==> config.mk <==
export PLATFORM = sky130hd
export DESIGN_NAME = sd_msg_serializer_flat
export DESIGN_NICKNAME = d
export VERILOG_FILES = /design/src/rtl/sd_ser_pkg.sv /design/src/rtl/sd_msg_serializer_if.sv /design/src/rtl/sd_msg_serializer.sv /design/src/flat_wrapper.sv
export SDC_FILE = /design/constraint.sdc
export NUM_CORES = 1
export LEC_CHECK = 0
export BUFFER_PORTS_ARGS = -buffer_cell sky130_fd_sc_hd__buf_2
export CORE_UTILIZATION = 25
export DETAILED_ROUTE_END_ITERATION = 7
export GPL_TIMING_DRIVEN = 1
export HOLD_SLACK_MARGIN = 0.12
export PLACE_DENSITY_LB_ADDON = 0.1
export SLEW_MARGIN = 20
export SYNTH_ARGS = -nofsm -noshare
export SYNTH_HDL_FRONTEND = slang
export SYNTH_SLANG_ARGS = --single-unit
export TNS_END_PERCENT = 5
==> constraint.sdc <==
create_clock -name clk -period 2.63 [get_ports clk]
set_input_delay 0.1315 -clock clk [delete_from_list [all_inputs] [get_ports clk]]
set_output_delay 0.1315 -clock clk [all_outputs]
set_load 0.01 [all_outputs]
==> src/rtl/sd_ser_pkg.sv <==
// Shared types for the sd message-to-beat serializer.
package sd_ser_pkg;

  typedef enum logic [0:0] {
    ST_IDLE = 1'b0,
    ST_SEND = 1'b1
  } sd_ser_state_e;

endpackage

==> src/rtl/sd_msg_serializer_if.sv <==
// Message-in / beat-out handshake bundle for sd_msg_serializer.
interface sd_msg_serializer_if #(
  parameter int BEAT_W    = 8,
  parameter int NUM_BEATS = 4
);
  localparam int LEN_W = $clog2(NUM_BEATS);

  logic                        s_valid;
  logic [NUM_BEATS*BEAT_W-1:0] s_data;
  logic [LEN_W-1:0]            s_len;
  logic                        s_ready;
  logic                        d_valid;
  logic [BEAT_W-1:0]           d_data;
  logic                        d_last;
  logic                        d_ready;
  logic                        busy;

  // master: the surrounding logic that supplies messages and consumes beats
  modport master (
    output s_valid, s_data, s_len, d_ready,
    input  s_ready, d_valid, d_data, d_last, busy
  );

  modport slave (
    input  s_valid, s_data, s_len, d_ready,
    output s_ready, d_valid, d_data, d_last, busy
  );
endinterface

==> src/rtl/sd_msg_serializer.sv <==
// Splits one wide message per handshake into LSB-first valid/ready beats,
// with d_last on the final beat and zero-bubble message back-to-back.
module sd_msg_serializer
  import sd_ser_pkg::*;
#(
  parameter int BEAT_W    = 8,
  parameter int NUM_BEATS = 4
) (
  input  logic                clk,
  input  logic                rstn,
  sd_msg_serializer_if.slave  bus
);
  localparam int LEN_W = $clog2(NUM_BEATS);
  localparam int MSG_W = NUM_BEATS * BEAT_W;

  sd_ser_state_e    state_q, state_d;
  logic             d_valid_q, d_valid_d;
  logic             d_last_q, d_last_d;
  logic [LEN_W-1:0] beat_cnt_q, beat_cnt_d;
  logic [LEN_W-1:0] len_q, len_d;
  logic [MSG_W-1:0] shift_q, shift_d;

  logic s_ready;
  logic load;
  logic beat_acc;

  // The only combinational path: a new message may be taken in the same
  // cycle the last beat of the current one is consumed.
  assign s_ready  = (state_q == ST_IDLE) | (d_valid_q & bus.d_ready & d_last_q);
  assign load     = bus.s_valid & s_ready;
  assign beat_acc = d_valid_q & bus.d_ready;

  always_comb begin
    state_d    = state_q;
    d_valid_d  = d_valid_q;
    d_last_d   = d_last_q;
    beat_cnt_d = beat_cnt_q;
    len_d      = len_q;
    shift_d    = shift_q;
    if (load) begin
      state_d    = ST_SEND;
      d_valid_d  = 1'b1;
      d_last_d   = (bus.s_len == '0);
      beat_cnt_d = '0;
      len_d      = bus.s_len;
      shift_d    = bus.s_data;
    end else if (beat_acc) begin
      if (d_last_q) begin
        state_d   = ST_IDLE;
        d_valid_d = 1'b0;
        d_last_d  = 1'b0;
      end else begin
        // d_last is precomputed for the next beat so it leaves a flop
        shift_d    = shift_q >> BEAT_W;
        beat_cnt_d = beat_cnt_q + 1'b1;
        d_last_d   = (beat_cnt_d == len_q);
      end
    end
  end

  always_ff @(posedge clk or negedge rstn) begin
    if (!rstn) begin
      state_q    <= ST_IDLE;
      d_valid_q  <= 1'b0;
      d_last_q   <= 1'b0;
      beat_cnt_q <= '0;
    end else begin
      state_q    <= state_d;
      d_valid_q  <= d_valid_d;
      d_last_q   <= d_last_d;
      beat_cnt_q <= beat_cnt_d;
    end
  end

  // Payload registers carry no reset; d_valid qualifies them.
  always_ff @(posedge clk) begin
    shift_q <= shift_d;
    len_q   <= len_d;
  end

  assign bus.s_ready = s_ready;
  assign bus.d_valid = d_valid_q;
  assign bus.d_data  = shift_q[BEAT_W-1:0];
  assign bus.d_last  = d_last_q;
  assign bus.busy    = d_valid_q;

  a_num_beats: assert property (@(posedge clk)
    (NUM_BEATS >= 2) && ((NUM_BEATS & (NUM_BEATS - 1)) == 0));

  a_src_stable: assert property (@(posedge clk) disable iff (!rstn)
    (bus.s_valid && !s_ready) |=> (bus.s_valid && $stable(bus.s_data) && $stable(bus.s_len)));

endmodule
==> src/flat_wrapper.sv <==
// flat-port wrapper written by rule: the top's interface ports become plain ports
module sd_msg_serializer_flat import sd_ser_pkg::*;
#(
  parameter int BEAT_W    = 8,
  parameter int NUM_BEATS = 4
)
  (clk, rstn, bus_s_valid, bus_s_data, bus_s_len, bus_d_ready, bus_s_ready, bus_d_valid, bus_d_data, bus_d_last, bus_busy);
  sd_msg_serializer_if #(.BEAT_W(BEAT_W), .NUM_BEATS(NUM_BEATS)) bus_i ();
  input  logic clk;
  input  logic rstn;
  input wire logic [$bits(bus_i.s_valid)-1:0] bus_s_valid;
  input wire logic [$bits(bus_i.s_data)-1:0] bus_s_data;
  input wire logic [$bits(bus_i.s_len)-1:0] bus_s_len;
  input wire logic [$bits(bus_i.d_ready)-1:0] bus_d_ready;
  output wire logic [$bits(bus_i.s_ready)-1:0] bus_s_ready;
  output wire logic [$bits(bus_i.d_valid)-1:0] bus_d_valid;
  output wire logic [$bits(bus_i.d_data)-1:0] bus_d_data;
  output wire logic [$bits(bus_i.d_last)-1:0] bus_d_last;
  output wire logic [$bits(bus_i.busy)-1:0] bus_busy;
  assign bus_i.s_valid = bus_s_valid;
  assign bus_i.s_data = bus_s_data;
  assign bus_i.s_len = bus_s_len;
  assign bus_i.d_ready = bus_d_ready;
  assign bus_s_ready = bus_i.s_ready;
  assign bus_d_valid = bus_i.d_valid;
  assign bus_d_data = bus_i.d_data;
  assign bus_d_last = bus_i.d_last;
  assign bus_busy = bus_i.busy;
  sd_msg_serializer #(.BEAT_W(BEAT_W), .NUM_BEATS(NUM_BEATS)) u_core (.clk(clk), .rstn(rstn), .bus(bus_i));
endmodule
==> metrics.md, run 1 <==
| Metric | Value |
|---|---|
| Placed insts | `244` |
| Vias post-DR | `between 1,000 and 1,500` |
| # rows | `30` |
| Top-area cell type share of the netlist area | `0.562` |
| Kind of critical path | `reg2reg` |
| Routed wire length | `3150 um` |
| DRT antenna net count | `0` |
| TritonRoute pass-1 iters | `4` |
| Hold WS | `approximately 0.15 ns` |
| Post-synthesis adder-cell area fraction | `0` |
| WP buf/inv | `1` |
| Fin cells | `255` |
| Clock tree buffer depth | `2` |
| Diode count | `0` |
| Maxcap violations | `0` |
| Global-route wire length before repair | `5010 um` |
| Gpl congestion | `between 0.7 and 0.8` |
| Root Buffer | `clkbuf_8` |
| Hold Path Stages | `2` |
| Per-cell routed wire length | `~12 um` |
| Reg-to-reg slack, setup | `0.60 ns` |
| Worst path max stage delay | `~0.53 ns` |
| Cell variety after synth | `27` |
| Clock latency on the worst-skew pair | `0.28 ns` |
| Postcts setup bufs | `0` |
| Share of cells above drive strength 1 | `0.535` |
| Initial Util | `0.263` |
| Nets@finish | `196` |
| CP top delay family | `flip-flops` |
| Area of the core | `6910 um2` |
| Ranking of synthesized cells by area | `edfxtp_1 (56%), mux2_4 (16%), dfrtp_1 (5.5%), buf_4 (3.7%), mux2_2 (3.7%)` |
| I/O pin cnt | `50` |
| Post-synthesis net count | `roughly 150` |
| Vias per cell | `around 4` |
| # DRC | `0` |
| Post-Place Worst Slack | `between 0.5 and 0.6 ns` |
| R2r worst-path depth | `4` |
| Crit Path Max Fanout | `17` |
| Synthesized flop and latch total | `38` |
| CTS Buf Count | `5` |
| Pins Over Slew Limit | `0` |
| Initial antenna violation count | `0` |
| Total global routing overflow | `0` |
| Endpoints failing setup | `0` |
| # port buffers | `between 40 and 50` |
| WHS Endpoint | `u_core.shift_q[4]$_DFFE_PP_` |
| CTS clk-pin slew, worst paths | `0.07 ns` |
| RR Endpoint | `u_core.shift_q[24]$_SDFFCE_PN0P_` |
| Startpoint types | `flop` |
| WP depth | `4` |
| Final period util | `0.773` |
| CP required | `2.62 ns` |
| Sequential-to-total area share from yosys stat | `0.617` |
| Hold Crit Start | `bus_s_data[4]` |
| Hold Vio Cnt, Final | `0` |
| Synth area leader | `edfxtp_1` |
| CTS tree | `built` |
| Critical Path Sink Type | `flop` |
| Synth Area in Compound Gates | `0.0386` |
| Mapped cell area | `between 1500 and 2000 um2` |
| Pin count of the biggest net entering global routing | `26` |
| Clock sinks | `38` |
| Reg2reg start | `u_core.state_q$_DFFE_PN0P_` |
| Die area | `approximately 7600 um2` |
| Gate Count Post-Synth | `110` |
| Peak VDD IR | `0.329 mV` |
| Vias in the first global route | `1,029` |
| Chip width | `between 80 and 90 um` |
| 1st-iter DRT viols | `50` |
| Data arrival, critical path | `2.02 ns` |
| Post-Syn Area per Cell | `approximately 17 um2` |
| Largest family of logic cells by synthesized area | `multiplexers` |
| TNS Setup | `0 ns` |
| Power density cells | `904 nW/um2` |
| DIE HEIGHT | `around 87 um` |
| Synth Area in Simple Gates | `0.0702` |
| Unrepaired setup endpoints after global routing | `false` |
| Min Tclk post-route | `a little over 2 ns` |
| Yosys warning count | `0` |
| CTS H-Tree Depth | `2` |
| GRT Overall Usage | `0.0912` |
| Final WS setup | `0.597 ns` |
| Worst-Margin Slew | `around 0.6 ns` |
| Outcome | `complete, no violations` |
| Critical-path top delay cell | `dfrtp_1` |
| Syn-to-layout area delta | `22.7%` |
| Multiplexer share of the synthesized area | `0.200` |
| Crit-path cells | `nor2b_1 -> nor2_1 -> a21oi_4 -> buf_4` |
| DP HPWL | `between 2000 and 2500 um` |
| Max frequency | `between 400 and 500 MHz` |
| Max Clock Skew | `between 0.003 and 0.004 ns` |
| Slew HR | `0.604` |
| Worst hold path type | `in2reg` |
| Post-synthesis xor/xnor area fraction | `0.00482` |
| Utilization after layout | `0.323` |
| Leakage power | `~0.99 nW` |
per-stage QoR:
stage / power [mW] / cell area, um2
after global placement: 1.55 / 2090
final: 2.02 / 2230
after CTS: 2.05 / 2230
after detailed placement: 1.56 / 2090
after floorplan: 1.47 / 1820
after global routing: 2.14 / 2230
cell families (layout without fill, tap and decap cells):
family,after synthesis,count (layout)
flops,38,38
xor+xnor,1,1
simple gates,20,20
buf+inv,16,65
mux,26,26
compound gates,9,9
routing by layer:
layer	vias to the layer above	routed length (um)	GRT usage
li1	496	-	-
met1	469	1440	0.117
met2	40	1420	0.134
met3	4	236	0.0351
met4	0	52	0.0447
met5	-	0	0
cell usage after synthesis:
master,instances
nor4bb_1,1
nand4_1,1
mux2_2,6
nand2_4,1
nand2b_1,1
a21bo_4,1
nand2_1,1
inv_1,3
nor2_1,2
edfxtp_1,34
o21ai_0,2
a2bb2oi_1,1
nor3b_1,1
xnor2_1,1
mux2_4,19
buf_12,2
a31oi_1,1
a21oi_1,1
nor2b_1,4
clkbuf_1,2
a22o_1,1
dfrtp_1,4
buf_4,9
and3_1,8
o21bai_1,1
o211ai_1,1
mux2i_1,1
cell usage in the layout (no fill, tap or decap):
cell / netlist / final
buf_2: 0 / 49
o21ai_0: 2 / 2
nand2b_1: 1 / 1
a22o_1: 1 / 1
edfxtp_1: 34 / 34
mux2_2: 6 / 6
a21bo_4: 1 / 1
bufinv_16: 0 / 1
o21bai_1: 1 / 1
a2bb2oi_1: 1 / 1
nor4bb_1: 1 / 1
nor2_1: 2 / 2
clkbuf_1: 2 / 2
buf_4: 9 / 2
nor2b_1: 4 / 4
mux2i_1: 1 / 1
o211ai_1: 1 / 1
nor3b_1: 1 / 1
and3_1: 8 / 8
nand2_4: 1 / 1
a31oi_1: 1 / 1
clkbuf_8: 0 / 5
dlygate4sd3_1: 0 / 3
inv_1: 3 / 3
nand2_1: 1 / 1
dfrtp_1: 4 / 4
xnor2_1: 1 / 1
a21oi_4: 0 / 1
mux2_4: 19 / 19
nand4_1: 1 / 1
worst max path at each step:
stage	startpoint	end
5_1_grt	u_core.state_q$_DFFE_PN0P_	u_core.shift_q[9]$_DFFE_PP_
4_1_cts	u_core.state_q$_DFFE_PN0P_	u_core.shift_q[26]$_SDFFCE_PN0P_
2_1_floorplan	u_core.state_q$_DFFE_PN0P_	u_core.shift_q[0]$_DFFE_PP_
6_report	u_core.state_q$_DFFE_PN0P_	u_core.shift_q[24]$_SDFFCE_PN0P_
3_5_place_dp	u_core.state_q$_DFFE_PN0P_	u_core.shift_q[24]$_SDFFCE_PN0P_
3_3_place_gp	u_core.state_q$_DFFE_PN0P_	u_core.shift_q[1]$_DFFE_PP_
state kept, by name (all words and copies together), names as in the netlist:
name / flops
u_core.len_q: 2
u_core.shift_q: 32
u_core.beat_cnt_q: 2
u_core.state_q: 1
u_core.bus.d_last: 1
what timing repair did:
| action | CTS | global route |
|---|---|---|
| resized for setup | 0 | 0 |
| endpoints found under the hold margin | 6 | 0 |
| hold buffers | 3 | 0 |
final cells by class:
cell class	instances	area, um2
clock buffer	7	76.3
clock inverter	1	30.0
fill	725	4680
inverter	3	11.3
multi-input combinational	56	581
sequential	38	1120
tap	96	120
timing repair buffer	54	290
report_power, final:
part | total, mW | internal, mW | switching (mW) | leakage (nW)
sequential | 0.976 | 0.904 | 0.0720 | 0.384
clock | 0.476 | 0.284 | 0.193 | 0.0524
combinational | 0.563 | 0.321 | 0.242 | 0.556
total | 2.02 | 1.51 | 0.507 | 0.992
Note: power is estimated with default switching activity, not from simulation.
==> inputs of run 2 (changes only) <==
- clock period: 2.63 -> 2.1 ns (I/O delays scaled with it)
==> run 2 against run 1 <==
  * Total power is 35% higher
  * Count of clock-buffer cells in the layout decreased by 1
  * Die area unchanged
  * Setup slack worse by 0.24 ns
  * Critical endpoint is now u_core.shift_q[1]$_DFFE_PP_
  * Utilization up 3.5 points
  * Via count rose by 5.5%
  * Register-to-register slack worse by 0.24 ns
  * Sequential cell count unchanged
  * Non-clock buffer count is 19 higher
==> metrics.md, run 2 (synthesized netlist as in run 1, its figures left out) <==
| Metric | Value |
|---|---|
| Outcome | `complete, no violations` |
| Clock sinks | `38` |
| Diode count | `0` |
| Max frequency | `around 570 MHz` |
| Leakage power | `around 1.1 nW` |
| Maxcap violations | `0` |
| Unrepaired setup endpoints after global routing | `false` |
| Most frequent cells in the layout | `buf_2 (49), edfxtp_1 (34), dlygate4sd3_1 (22)` |
| Gpl congestion | `0.678` |
| GRT Overall Usage | `0.0882` |
| Worst-Margin Slew | `0.445 ns` |
| Initial antenna violation count | `0` |
| Hold Crit Start | `bus_s_data[19]` |
| Vias in the first global route | `around 1,100` |
| Seq. cell area | `~1100 um2` |
| Pins Over Slew Limit | `0` |
| Nets@finish | `between 200 and 250` |
| Utilization after layout | `0.357` |
| Area of the core | `between 6000 and 7000 um2` |
| Area of the multi-input gates | `just under 600 um2` |
| Placed insts | `~240` |
| Crit. Startpoint | `u_core.bus.d_last$_DFFE_PN0P_` |
| Peak VDD IR | `~0.53 mV` |
| Clock latency on the worst-skew pair | `roughly 0.28 ns` |
| Pin count of the biggest net entering global routing | `33` |
| Global-route wire length before repair | `roughly 5000 um` |
| DRT antenna net count | `0` |
| TritonRoute pass-1 iters | `2` |
| CTS tree | `built` |
| Crit Path Max Fanout | `25` |
| DIE HEIGHT | `between 80 and 90 um` |
| Syn-to-layout area delta | `35.9%` |
| Root Buffer | `clkbuf_8` |
| Chip width | `~87 um` |
| CTS H-Tree Depth | `2` |
| Die area | `approximately 7600 um2` |
| # DRC | `0` |
| Slew HR | `0.703` |
| 1st-iter DRT viols | `31` |
| Data arrival, critical path | `around 1.8 ns` |
| Vias post-DR | `~1,100` |
| CTS clk-pin slew, worst paths | `roughly 0.07 ns` |
| Vias per cell | `just under 4` |
| Hold Vio Cnt, Final | `0` |
| Commonest non-fill, non-tap cell in the layout | `buf_2` |
| Min Tclk post-route | `approximately 1.7 ns` |
| CP required | `2.14 ns` |
| Endpoints failing setup | `0` |
| Max Clock Skew | `about 0.0046 ns` |
| # rows | `30` |
| Hold WS | `about 0.13 ns` |
| Worst hold path type | `in2reg` |
| TNS Setup | `0 ns` |
| Total global routing overflow | `0` |
| Postcts setup bufs | `0` |
| Largest register FFs | `32` |
| Reg2reg start | `u_core.bus.d_last$_DFFE_PN0P_` |
| Clock tree buffer depth | `2` |
| Critical Path Sink Type | `flop` |
| Reg-to-reg slack, setup | `about 0.36 ns` |
| DP HPWL | `around 2200 um` |
| # port buffers | `49` |
| Top flop regs | `u_core.shift_q (32), u_core.beat_cnt_q (2), u_core.len_q (2)` |
| Filler cells | `722` |
| Routed wire length | `3160 um` |
| Share of cells above drive strength 1 | `0.489` |
| Fin cells | `~270` |
| Kind of critical path | `reg2reg` |
| Largest register by flop count | `u_core.shift_q` |
| I/O pin cnt | `50` |
| Startpoint types | `flop` |
| Initial Util | `0.263` |
| Per-cell routed wire length | `approximately 12 um` |
| CTS Buf Count | `5` |
| Power density cells | `between 1000 and 1500 nW/um2` |
| Final period util | `0.829` |
## run 2: cell types whose count changed in the layout (fill, tap and decap cells not counted)
cell / previous run / this run
buf_4: 2 / 1
buf_12: 0 / 1
clkbuf_8: 5 / 6
clkbuf_1: 2 / 0
dlygate4sd3_1: 3 / 22
bufinv_16: 1 / 2
## run 2: worst paths after layout
kind | endpoint | depth (start not counted)
worst max-delay path | u_core.shift_q[1]$_DFFE_PP_ | 3
worst min-delay path | u_core.shift_q[19]$_DFFE_PP_ | 2
worst max register to register | u_core.shift_q[1]$_DFFE_PP_ | 3
worst min register to register | u_core.shift_q[12]$_DFFE_PP_ | 1
max in group asynchronous | u_core.beat_cnt_q[1]$_DFFE_PN0P_ | 2
min in group asynchronous | u_core.state_q$_DFFE_PN0P_ | 2
## run 2: layout make-up
cell class	instances	area share
Inverter	3	0.00456
Timing Repair Buffer	73	0.200
Clock inverter	2	0.0243
Tap cell	96	0.0487
Sequential cell	38	0.454
Multi-Input combinational cell	56	0.235
Clock buffer	6	0.0335
## run 2: stage by stage
| step | cell area (um2) | setup WS (ns) | power, mW |
|---|---|---|---|
| floorplan | 1830 | 0.251 | 1.84 |
| global placement | 2110 | 0.394 | 1.95 |
| detailed placement | 2110 | 0.346 | 1.97 |
| CTS | 2470 | 0.337 | 2.78 |
| global route | 2470 | 0.295 | 2.88 |
| finish | 2470 | 0.360 | 2.73 |
## run 2: per-layer routing
layer,share of wire,global-route usage,vias to the layer above
met5,0,0,-
met4,0.0092,0.0432,0
met3,0.055,0.0313,4
met2,0.48,0.140,35
met1,0.45,0.106,491
li1,-,-,534
## run 2: power by group
group | internal [mW] | total (mW) | switching (mW)
logic | 0.436 | 0.754 | 0.318
registers | 1.13 | 1.21 | 0.0824
clock network | 0.507 | 0.760 | 0.254
total | 2.07 | 2.73 | 0.654
## run 2: worst max-delay path, stage by stage (launching register included)
cell and delay [ns]:
dfrtp_1 0.46, a21bo_4 0.28, nand2_4 0.36, mux2_2 0.38
## run 2: what timing repair did
action | CTS | global route
endpoints found under the hold margin | 25 | 0
resized for setup | 0 | 0
hold buffers | 22 | 0
